==> src/rtl/display_pkg.sv <==
// Shared types and helpers for the display pipeline blocks.
package display_pkg;

    typedef struct packed {
        logic cursor;
        logic underline;
        logic reverse;
    } GlyphAttr_t;

    typedef enum logic [1:0] {
        IDLE    = 2'd0,
        SETUP   = 2'd1,
        WRITE   = 2'd2,
        ADVANCE = 2'd3
    } GlyphRasterState_t;

    // Framebuffer words between vertically adjacent pixels of a glyph.
    function automatic int row_stride(input int columns, input int glyph_w);
        return columns * glyph_w;
    endfunction

endpackage

==> src/rtl/glyph_pixel_colour.sv <==
// Colour of one glyph pixel: bitmap bit, underline override, reverse/cursor swap, fg/bg select.
module glyph_pixel_colour
    import display_pkg::*;
#(
    parameter int GLYPH_W       = 8,
    parameter int GLYPH_H       = 16,
    parameter int PIXEL_W       = 32,
    parameter int UNDERLINE_ROW = GLYPH_H - 2,
    parameter int XW            = 3,
    parameter int YW            = 4
) (
    input  logic [GLYPH_W*GLYPH_H-1:0] shape,
    input  logic [PIXEL_W-1:0]         fg,
    input  logic [PIXEL_W-1:0]         bg,
    input  logic [2:0]                 attr,
    input  logic [XW-1:0]              x,
    input  logic [YW-1:0]              y,
    output logic [PIXEL_W-1:0]         colour
);

    localparam int IW = $clog2(GLYPH_W * GLYPH_H);

    GlyphAttr_t    attr_s;
    logic [IW-1:0] bit_idx;
    logic          pixel_on;
    logic          swap;

    // Bitmap is row-major with pixel (0,0) in the MSB.
    always_comb begin
        attr_s   = GlyphAttr_t'(attr);
        bit_idx  = IW'(GLYPH_W * GLYPH_H - 1) - (IW'(y) * IW'(GLYPH_W) + IW'(x));
        pixel_on = shape[bit_idx] | (attr_s.underline && (y == YW'(UNDERLINE_ROW)));
        swap     = attr_s.reverse ^ attr_s.cursor;
        colour   = (pixel_on ^ swap) ? fg : bg;
    end

endmodule

==> src/rtl/glyph_raster_writer.sv <==
// Accepts one character cell and writes all of its pixels to the SRAM framebuffer,
// one handshaked SRAM access per pixel, walking the address incrementally.
module glyph_raster_writer
    import display_pkg::*;
#(
    parameter int GLYPH_W       = 8,
    parameter int GLYPH_H       = 16,
    parameter int COLUMNS       = 80,
    parameter int ADDR_W        = 20,
    parameter int PIXEL_W       = 32,
    parameter int UNDERLINE_ROW = GLYPH_H - 2
) (
    input  logic                       clk,
    input  logic                       rst,
    input  logic                       req_valid,
    output logic                       req_ready,
    input  logic [GLYPH_W*GLYPH_H-1:0] req_shape,
    input  logic [PIXEL_W-1:0]         req_fg,
    input  logic [PIXEL_W-1:0]         req_bg,
    input  logic [2:0]                 req_attr,
    input  logic [ADDR_W-1:0]          req_base,
    output logic [ADDR_W-1:0]          sram_addr,
    output logic [PIXEL_W-1:0]         sram_dout,
    output logic                       sram_den,
    output logic                       sram_we_n,
    output logic                       sram_oe_n,
    input  logic                       sram_done,
    output logic                       busy,
    output logic                       done
);

    localparam int XW = (GLYPH_W > 1) ? $clog2(GLYPH_W) : 1;
    localparam int YW = (GLYPH_H > 1) ? $clog2(GLYPH_H) : 1;
    localparam logic [ADDR_W-1:0] ROW_STRIDE = ADDR_W'(row_stride(COLUMNS, GLYPH_W));

    localparam logic [1:0] S_IDLE    = 2'(IDLE);
    localparam logic [1:0] S_SETUP   = 2'(SETUP);
    localparam logic [1:0] S_WRITE   = 2'(WRITE);
    localparam logic [1:0] S_ADVANCE = 2'(ADVANCE);

    logic [1:0]                 state_reg;
    logic [GLYPH_W*GLYPH_H-1:0] shape_reg;
    logic [PIXEL_W-1:0]         fg_reg;
    logic [PIXEL_W-1:0]         bg_reg;
    logic [2:0]                 attr_reg;
    logic [ADDR_W-1:0]          base_reg;
    logic [XW-1:0]              x_reg;
    logic [YW-1:0]              y_reg;
    logic [ADDR_W-1:0]          row_addr_reg;
    logic [ADDR_W-1:0]          sram_addr_reg;
    logic [PIXEL_W-1:0]         sram_dout_reg;
    logic                       done_reg;

    logic [XW-1:0]      x_next;
    logic [YW-1:0]      y_next;
    logic               x_wrap;
    logic               last_pixel;
    logic [PIXEL_W-1:0] colour_next;

    // Coordinates of the pixel to be presented in the coming WRITE.
    always_comb begin
        x_next     = '0;
        y_next     = y_reg;
        x_wrap     = 1'b0;
        last_pixel = (x_reg == XW'(GLYPH_W - 1)) && (y_reg == YW'(GLYPH_H - 1));
        if (state_reg == S_SETUP) begin
            y_next = '0;
        end else if (x_reg == XW'(GLYPH_W - 1)) begin
            x_wrap = 1'b1;
            y_next = y_reg + YW'(1);
        end else begin
            x_next = x_reg + XW'(1);
        end
    end

    glyph_pixel_colour #(
        .GLYPH_W      (GLYPH_W),
        .GLYPH_H      (GLYPH_H),
        .PIXEL_W      (PIXEL_W),
        .UNDERLINE_ROW(UNDERLINE_ROW),
        .XW           (XW),
        .YW           (YW)
    ) u_pixel (
        .shape (shape_reg),
        .fg    (fg_reg),
        .bg    (bg_reg),
        .attr  (attr_reg),
        .x     (x_next),
        .y     (y_next),
        .colour(colour_next)
    );

    always_ff @(posedge clk) begin
        if (rst) begin
            state_reg     <= S_IDLE;
            x_reg         <= '0;
            y_reg         <= '0;
            row_addr_reg  <= '0;
            sram_addr_reg <= '0;
            sram_dout_reg <= '0;
            done_reg      <= 1'b0;
        end else begin
            done_reg <= 1'b0;
            case (state_reg)
                S_IDLE: begin
                    if (req_valid) begin
                        shape_reg <= req_shape;
                        fg_reg    <= req_fg;
                        bg_reg    <= req_bg;
                        attr_reg  <= req_attr;
                        base_reg  <= req_base;
                        state_reg <= S_SETUP;
                    end
                end
                S_SETUP: begin
                    x_reg         <= '0;
                    y_reg         <= '0;
                    row_addr_reg  <= base_reg;
                    sram_addr_reg <= base_reg;
                    sram_dout_reg <= colour_next;
                    state_reg     <= S_WRITE;
                end
                S_WRITE: begin
                    if (sram_done) begin
                        if (last_pixel) begin
                            done_reg  <= 1'b1;
                            state_reg <= S_IDLE;
                        end else begin
                            state_reg <= S_ADVANCE;
                        end
                    end
                end
                S_ADVANCE: begin
                    // Address steps by one within a row and by the stride on a row change;
                    // both wrap at 2^ADDR_W.
                    x_reg <= x_next;
                    y_reg <= y_next;
                    if (x_wrap) begin
                        row_addr_reg  <= row_addr_reg + ROW_STRIDE;
                        sram_addr_reg <= row_addr_reg + ROW_STRIDE;
                    end else begin
                        sram_addr_reg <= sram_addr_reg + ADDR_W'(1);
                    end
                    sram_dout_reg <= colour_next;
                    state_reg     <= S_WRITE;
                end
                default: state_reg <= S_IDLE;
            endcase
        end
    end

    assign req_ready = (state_reg == S_IDLE);
    assign busy      = (state_reg != S_IDLE);
    assign done      = done_reg;
    assign sram_addr = sram_addr_reg;
    assign sram_dout = sram_dout_reg;
    assign sram_den  = (state_reg == S_WRITE);
    assign sram_we_n = (state_reg != S_WRITE);
    assign sram_oe_n = 1'b1;

endmodule

==> config.mk <==
export PLATFORM = sky130hd
export DESIGN_NAME = glyph_raster_writer
export DESIGN_NICKNAME = d
export VERILOG_FILES = /design/src/rtl/display_pkg.sv /design/src/rtl/glyph_pixel_colour.sv /design/src/rtl/glyph_raster_writer.sv
export SDC_FILE = /design/constraint.sdc
export NUM_CORES = 1
export LEC_CHECK = 0
export CORE_ASPECT_RATIO = 1.75
export CORE_MARGIN = 8
export CORE_UTILIZATION = 55
export CTS_BUF_LIST = sky130_fd_sc_hd__clkbuf_8
export CTS_CLUSTER_DIAMETER = 30
export CTS_CLUSTER_SIZE = 10
export DETAILED_ROUTE_END_ITERATION = 8
export HOLD_SLACK_MARGIN = 0.1
export PLACE_DENSITY = 0.85
export REMOVE_ABC_BUFFERS = 1
export SYNTH_ARGS = -nofsm -noshare
export SYNTH_HDL_FRONTEND = slang
export SYNTH_SLANG_ARGS = --single-unit
==> constraint.sdc <==
create_clock -name clk -period 33.9 [get_ports clk]
set_input_delay 3.39 -clock clk [delete_from_list [all_inputs] [get_ports clk]]
set_output_delay 3.39 -clock clk [all_outputs]
set_load 0.01 [all_outputs]
After elaboration in Yosys (flattened, before gate mapping)
Index checks and enable logic that the tools add are counted.
- flip-flop bits (word level): 297
- bits of input ports: 219
- logic and storage cells: 65
- $add $sub $neg: 6
- magnitude comparators: 1
- equality and inequality tests: 10
- multiplexer cells: 20
- bitwise operators: 6
- reduce and logical (&&, ||, !) cells: 10
- operator list (kind ; count):
    $pmux W20 S2 ; 2
    $mux W20 ; 2
    $mux W32 ; 1
    $add A20 B1 Y20 const B ; 1
    $add A20 B10 Y20 const B ; 1
    $eq A4 B4 Y1 const B ; 2
    $lt A7 B8 Y1 const B ; 1
    $mux W4 ; 2
    $pmux W4 S2 ; 1
    $add A7 B3 Y7 ; 1
    $bmux W1 S7 ; 1
    $sub A7 B7 Y7 const A ; 1
    $mux W2 ; 3
    $mux W3 ; 2
    $ne A2 B2 Y1 const B ; 3
    $pmux W2 S3 ; 1
    $pmux W3 S2 ; 1
    $add A4 B1 Y4 const B ; 1
    $eq A2 B2 Y1 const B ; 2
    $mux W1 ; 4
    $reduce_and A2 Y1 ; 2
    $reduce_bool A2 Y1 ; 2
    $add A3 B1 Y3 const B ; 1
    $eq A3 B3 Y1 const B ; 1
    10 further kinds ; 14

Logic depth before layout (Yosys ltp)
- depth in word-level cells: 10
- depth in mapped cells: 16
- depth with buffers taken out: 11

Hierarchy
Synthesis repeated with hierarchy kept, for this count alone.
- cell total of the unflattened synthesis: 848
- area total of the unflattened synthesis: 12363.1 um^2
- modules (own cells, without submodules) (module ; instances ; cells each ; area an instance (um^2) ; seq. area each (um^2)):
    glyph_raster_writer ; 1 ; 719 ; 10597.7 ; 8097.8
    glyph_pixel_colour ; 1 ; 129 ; 1765.4 ; 0.0

Worst setup path before layout
No wires, ideal clock.
- kind: input-to-reg
- start: input port rst
- end: register attr_reg[0], enable pin
- library setup time: 1098 ps
- arrival time: 19190 ps
- required time: 32802 ps
- setup slack: 13613 ps
- stages: 2
- path buffers: 1
- cells stage by stage: clkbuf_1 > nor3b_1
- word-level cells in the longest chain between the ends: 2
- RTL lines (element ; line ; text):
    from (decl) ; glyph_raster_writer.sv:14 ; input logic rst,
    $not A1 Y1 (no line) ; -- ;
    $reduce_and A3 Y1 (no line) ; -- ;
    to (signal assigned) ; glyph_raster_writer.sv:110 ; attr_reg <= req_attr;
    to (decl) ; glyph_raster_writer.sv:45 ; logic [2:0] attr_reg;
Every way passes these cells.
A chain may end at the register's enable or synchronous reset.

Final worst setup path
- start: register state_reg[0]
- end: output port busy
- word-level cells in the longest chain between the ends: 1
- RTL lines (element ; line ; text):
    from (decl) ; glyph_raster_writer.sv:41 ; logic [1:0] state_reg;
    from (signal assigned) ; glyph_raster_writer.sv:95 ; state_reg <= S_IDLE;
    from (signal assigned) ; glyph_raster_writer.sv:112 ; state_reg <= S_SETUP;
    from (signal assigned) ; glyph_raster_writer.sv:121 ; state_reg <= S_WRITE;
    $reduce_bool A2 Y1 ; glyph_raster_writer.sv:153 ; assign busy = (state_reg != S_IDLE);
    to (decl) ; glyph_raster_writer.sv:28 ; output logic busy,
Every way passes these cells.

==> summary.txt <==
Run status
  – Outcome: complete, no violations

Logic synthesis
  – Average size of a mapped cell: between 10 and 15 sq um
  – Post-Syn Area: around 13,000 sq um
  – Synth Area in Simple Gates: between 10% and 20%
  – Most used DFF post-synth: edfxtp_1
  – Number of enable flip-flop cells after synthesis: between 200 and 250
  – Largest family of logic cells by synthesized area: simple AND/OR/NAND/NOR gates
  – Async set-reset flop share out of synthesis: 0%
  – Most area-consuming cells after synthesis: edfxtp_1 (48%), dfxtp_1 (12%), mux2i_1 (6.7%)
  – Number of distinct library cells after synthesis: 66
  – Mapped Cells: between 1,000 and 1,500
  – Synth area leader: edfxtp_1
  – Seq/Total Area, Yosys: approximately 60%
  – Synth Area in Adders: less than 1%
  – Compound-gate portion of the synthesized area: 9.74%
  – Cell with the most instances after synthesis: edfxtp_1
  – Synth Register Bits: ~300
  – YS warnings: 0
  – Post-synth top area share: 48.1%
  – Mux cell area share after synthesis: ~7%
  – Synth cell count leaders: edfxtp_1 (215), or3_1 (130), nor2_1 (97)
  – Synth Area in XOR/XNOR: between 2 and 2.5%

Worst setup path
  – Max stage delay on crit path: between 600 and 700 ps
  – CP Cell Sequence: buf_4 -> nor2_1 -> inv_1 -> clkdlybuf4s50_1
  – Critical Setup Path Class: flop to output port
  – Startpoint types: flop
  – CP Buf/Inv Count: 3
  – Req. time, crit path: between 30,000 and 40,000 ps
  – Slowest cell on crit path: dfxtp_2
  – Critical Path AT: between 2000 and 3000 ps
  – Crit-path max FO: 61
  – Worst path top cell family by delay: buffers and inverters
  – Crit end category: output port

Clock tree
  – Resize count post-CTS: 0
  – Root buf cell: clkbuf_8
  – CTS tree: done
  – Sink Count: 297
  – Hold_buf cts: 0
  – H-tree depth: 2
  – Clock buffer depth: 3
  – Clk slew on worst S/H paths: ~70 ps
  – Worst skew pair latency: roughly 580 ps
  – CTS buffer count: 45
  – Setup bufs post-CTS: 0

Routing
  – Vias: 10,500
  – Drc violations: 0
  – Final Routed Wirelength: between 30,000 and 40,000 um
  – Vias/cell: between 6 and 7
  – 1st-pass router iterations: 5
  – DR iter-0 viols: around 700
  – Routed WL per cell: approximately 21 um
  – Post-route ant nets: 0

Floorplan
  – Initial Util: 55.9%
  – Die Y: between 200 and 250 um
  – I/O Pins: between 200 and 300
  – DIE AREA: 29,900 sq um
  – # rows: 75
  – Total core area: ~24,000 sq um
  – Die width: 134 um

GRT
  – Initial antenna violation count: 2
  – Largest net degree at the start of global routing: around 220
  – GR Overflow Total: 0
  – Vias in the first global route: 10,700
  – First-pass GRT wire length: around 55,000 um
  – Overall Global Routing Usage: between 20% and 30%

STA
  – Final min period: roughly 6100 ps
  – Setup TNS: 0 ps
  – Final Skew: 34.0 ps
  – Rel. slew slack: 9.91%
  – Final setup fails: 0
  – Highest Clock Rate: around 170 MHz
  – Ratio of final minimum period to clock period: around 18%
  – Worst-margin pin slew: roughly 1400 ps
  – Slew Limit Fails: 0
  – Hold Vio Cnt, Final: 0
  – RSZ-0062 raised after global routing: no

Final layout
  – Multi-input gate area: between 4000 and 5000 sq um
  – Synth-to-layout area growth: 28.9%
  – Non-filler cells in the finished layout: 1,734
  – Filler cells: roughly 1,700
  – Largest register FFs: roughly 130
  – Final nets: between 1,500 and 2,000
  – Seq. cell area: just over 8000 sq um
  – Layout cells sized above 1: under 10%

Placed design
  – Placer Congestion: 0.828
  – DPL Wire Length: ~25,000 um
  – Port-buffer cells: 275
  – Post-Place Cells: between 1,500 and 2,000

Run
  – Max-Cap Viols: 0

Min path
  – Hold Crit Class: flop to flop

Power
  – Leak Pwr: roughly 6 nW
  – PD cells: between 50 and 60 nW/um^2
  – Max VDD drop: 0.0421 mV
## placed cells by master, fill, tap and decap left out, types with 14 or more instances in the layout
cell type	netlist	layout
a211oi_1	24	24
a21oi_1	32	32
and3_1	15	15
clkbuf_8	0	51
clkdlybuf4s50_1	0	274
dfxtp_1	82	80
edfxtp_1	215	215
inv_1	11	17
mux2i_1	90	90
nand2_1	73	73
nand3_1	19	19
nor2_1	97	97
nor4_1	34	34
o21ai_0	47	47
o221ai_1	14	14
or3_1	130	130
xnor2_1	16	15
xor2_1	19	18
## power by group
part	leakage, nW	switching [mW]	total (mW)	internal (mW)
registers	2.66	0.0127	0.425	0.413
clock network	0.550	0.142	0.336	0.194
logic	2.76	0.0554	0.112	0.0567
## worst paths after layout
path / start / end / slack, ps / cells past startpoint
setup / recovery: state_reg[0] / busy / 27840 / 4
hold / removal: row_addr_reg[4] / row_addr_reg[4] / 460 / 2
setup reg to reg: state_reg[0] / sram_dout[11] / 28900 / 12
hold reg to reg: row_addr_reg[4] / row_addr_reg[4] / 460 / 2
## layer usage
| metal | track usage (%) | share of wire (%) | vias up |
|---|---|---|---|
| met5 | 0 | 0 | - |
| met3 | 5.33 | 7.0 | 132 |
| met2 | 42.9 | 54 | 507 |
| met1 | 23.2 | 33 | 5006 |
| li1 | - | - | 4842 |
| met4 | 14.7 | 5.4 | 0 |
## cells by family after synthesis
logic type      after synthesis
simple gates                414
flops                       297
compound gates              194
buf+inv                     104
mux                          94
xor+xnor                     35
fa+ha+maj                     6
other cells                   1
## metrics by stage
stage          total power [mW]  hold WS (ps)  cell area, sq um  util, %  setup slack, ps
3_3_place_gp              0.541           442             16300     67.7            28440
3_5_place_dp              0.545           447             16300     67.7            28420
6_report                  0.873           459             17300     72.1            27840
4_1_cts                   0.879           458             17300     72.0            27810
5_1_grt                   0.905           476             17300     72.1            27700
2_1_floorplan             0.492           430             13000        -            13860
## cell type report
class,instances,share of cell area (%)
multi-input combinational,744,28.1
clock buffer,51,4.05
sequential,297,46.8
tap,308,2.23
clock inverter,30,1.98
inverter,11,0.238
antenna,4,0.0578
timing repair buffer,289,16.5
## worst reg2reg max path, stage by stage (launching register included)
cell       delay (ps)
dfxtp_2           640
buf_4             600
and2b_1           490
buf_4             330
nor2_1            180
a2111oi_0         460
and4b_1           270
a31oi_1           170
o211ai_1          120
and4b_4           330
buf_4             780
mux2i_1           240
nor4_1            300
(Power assumes the default switching activity.)
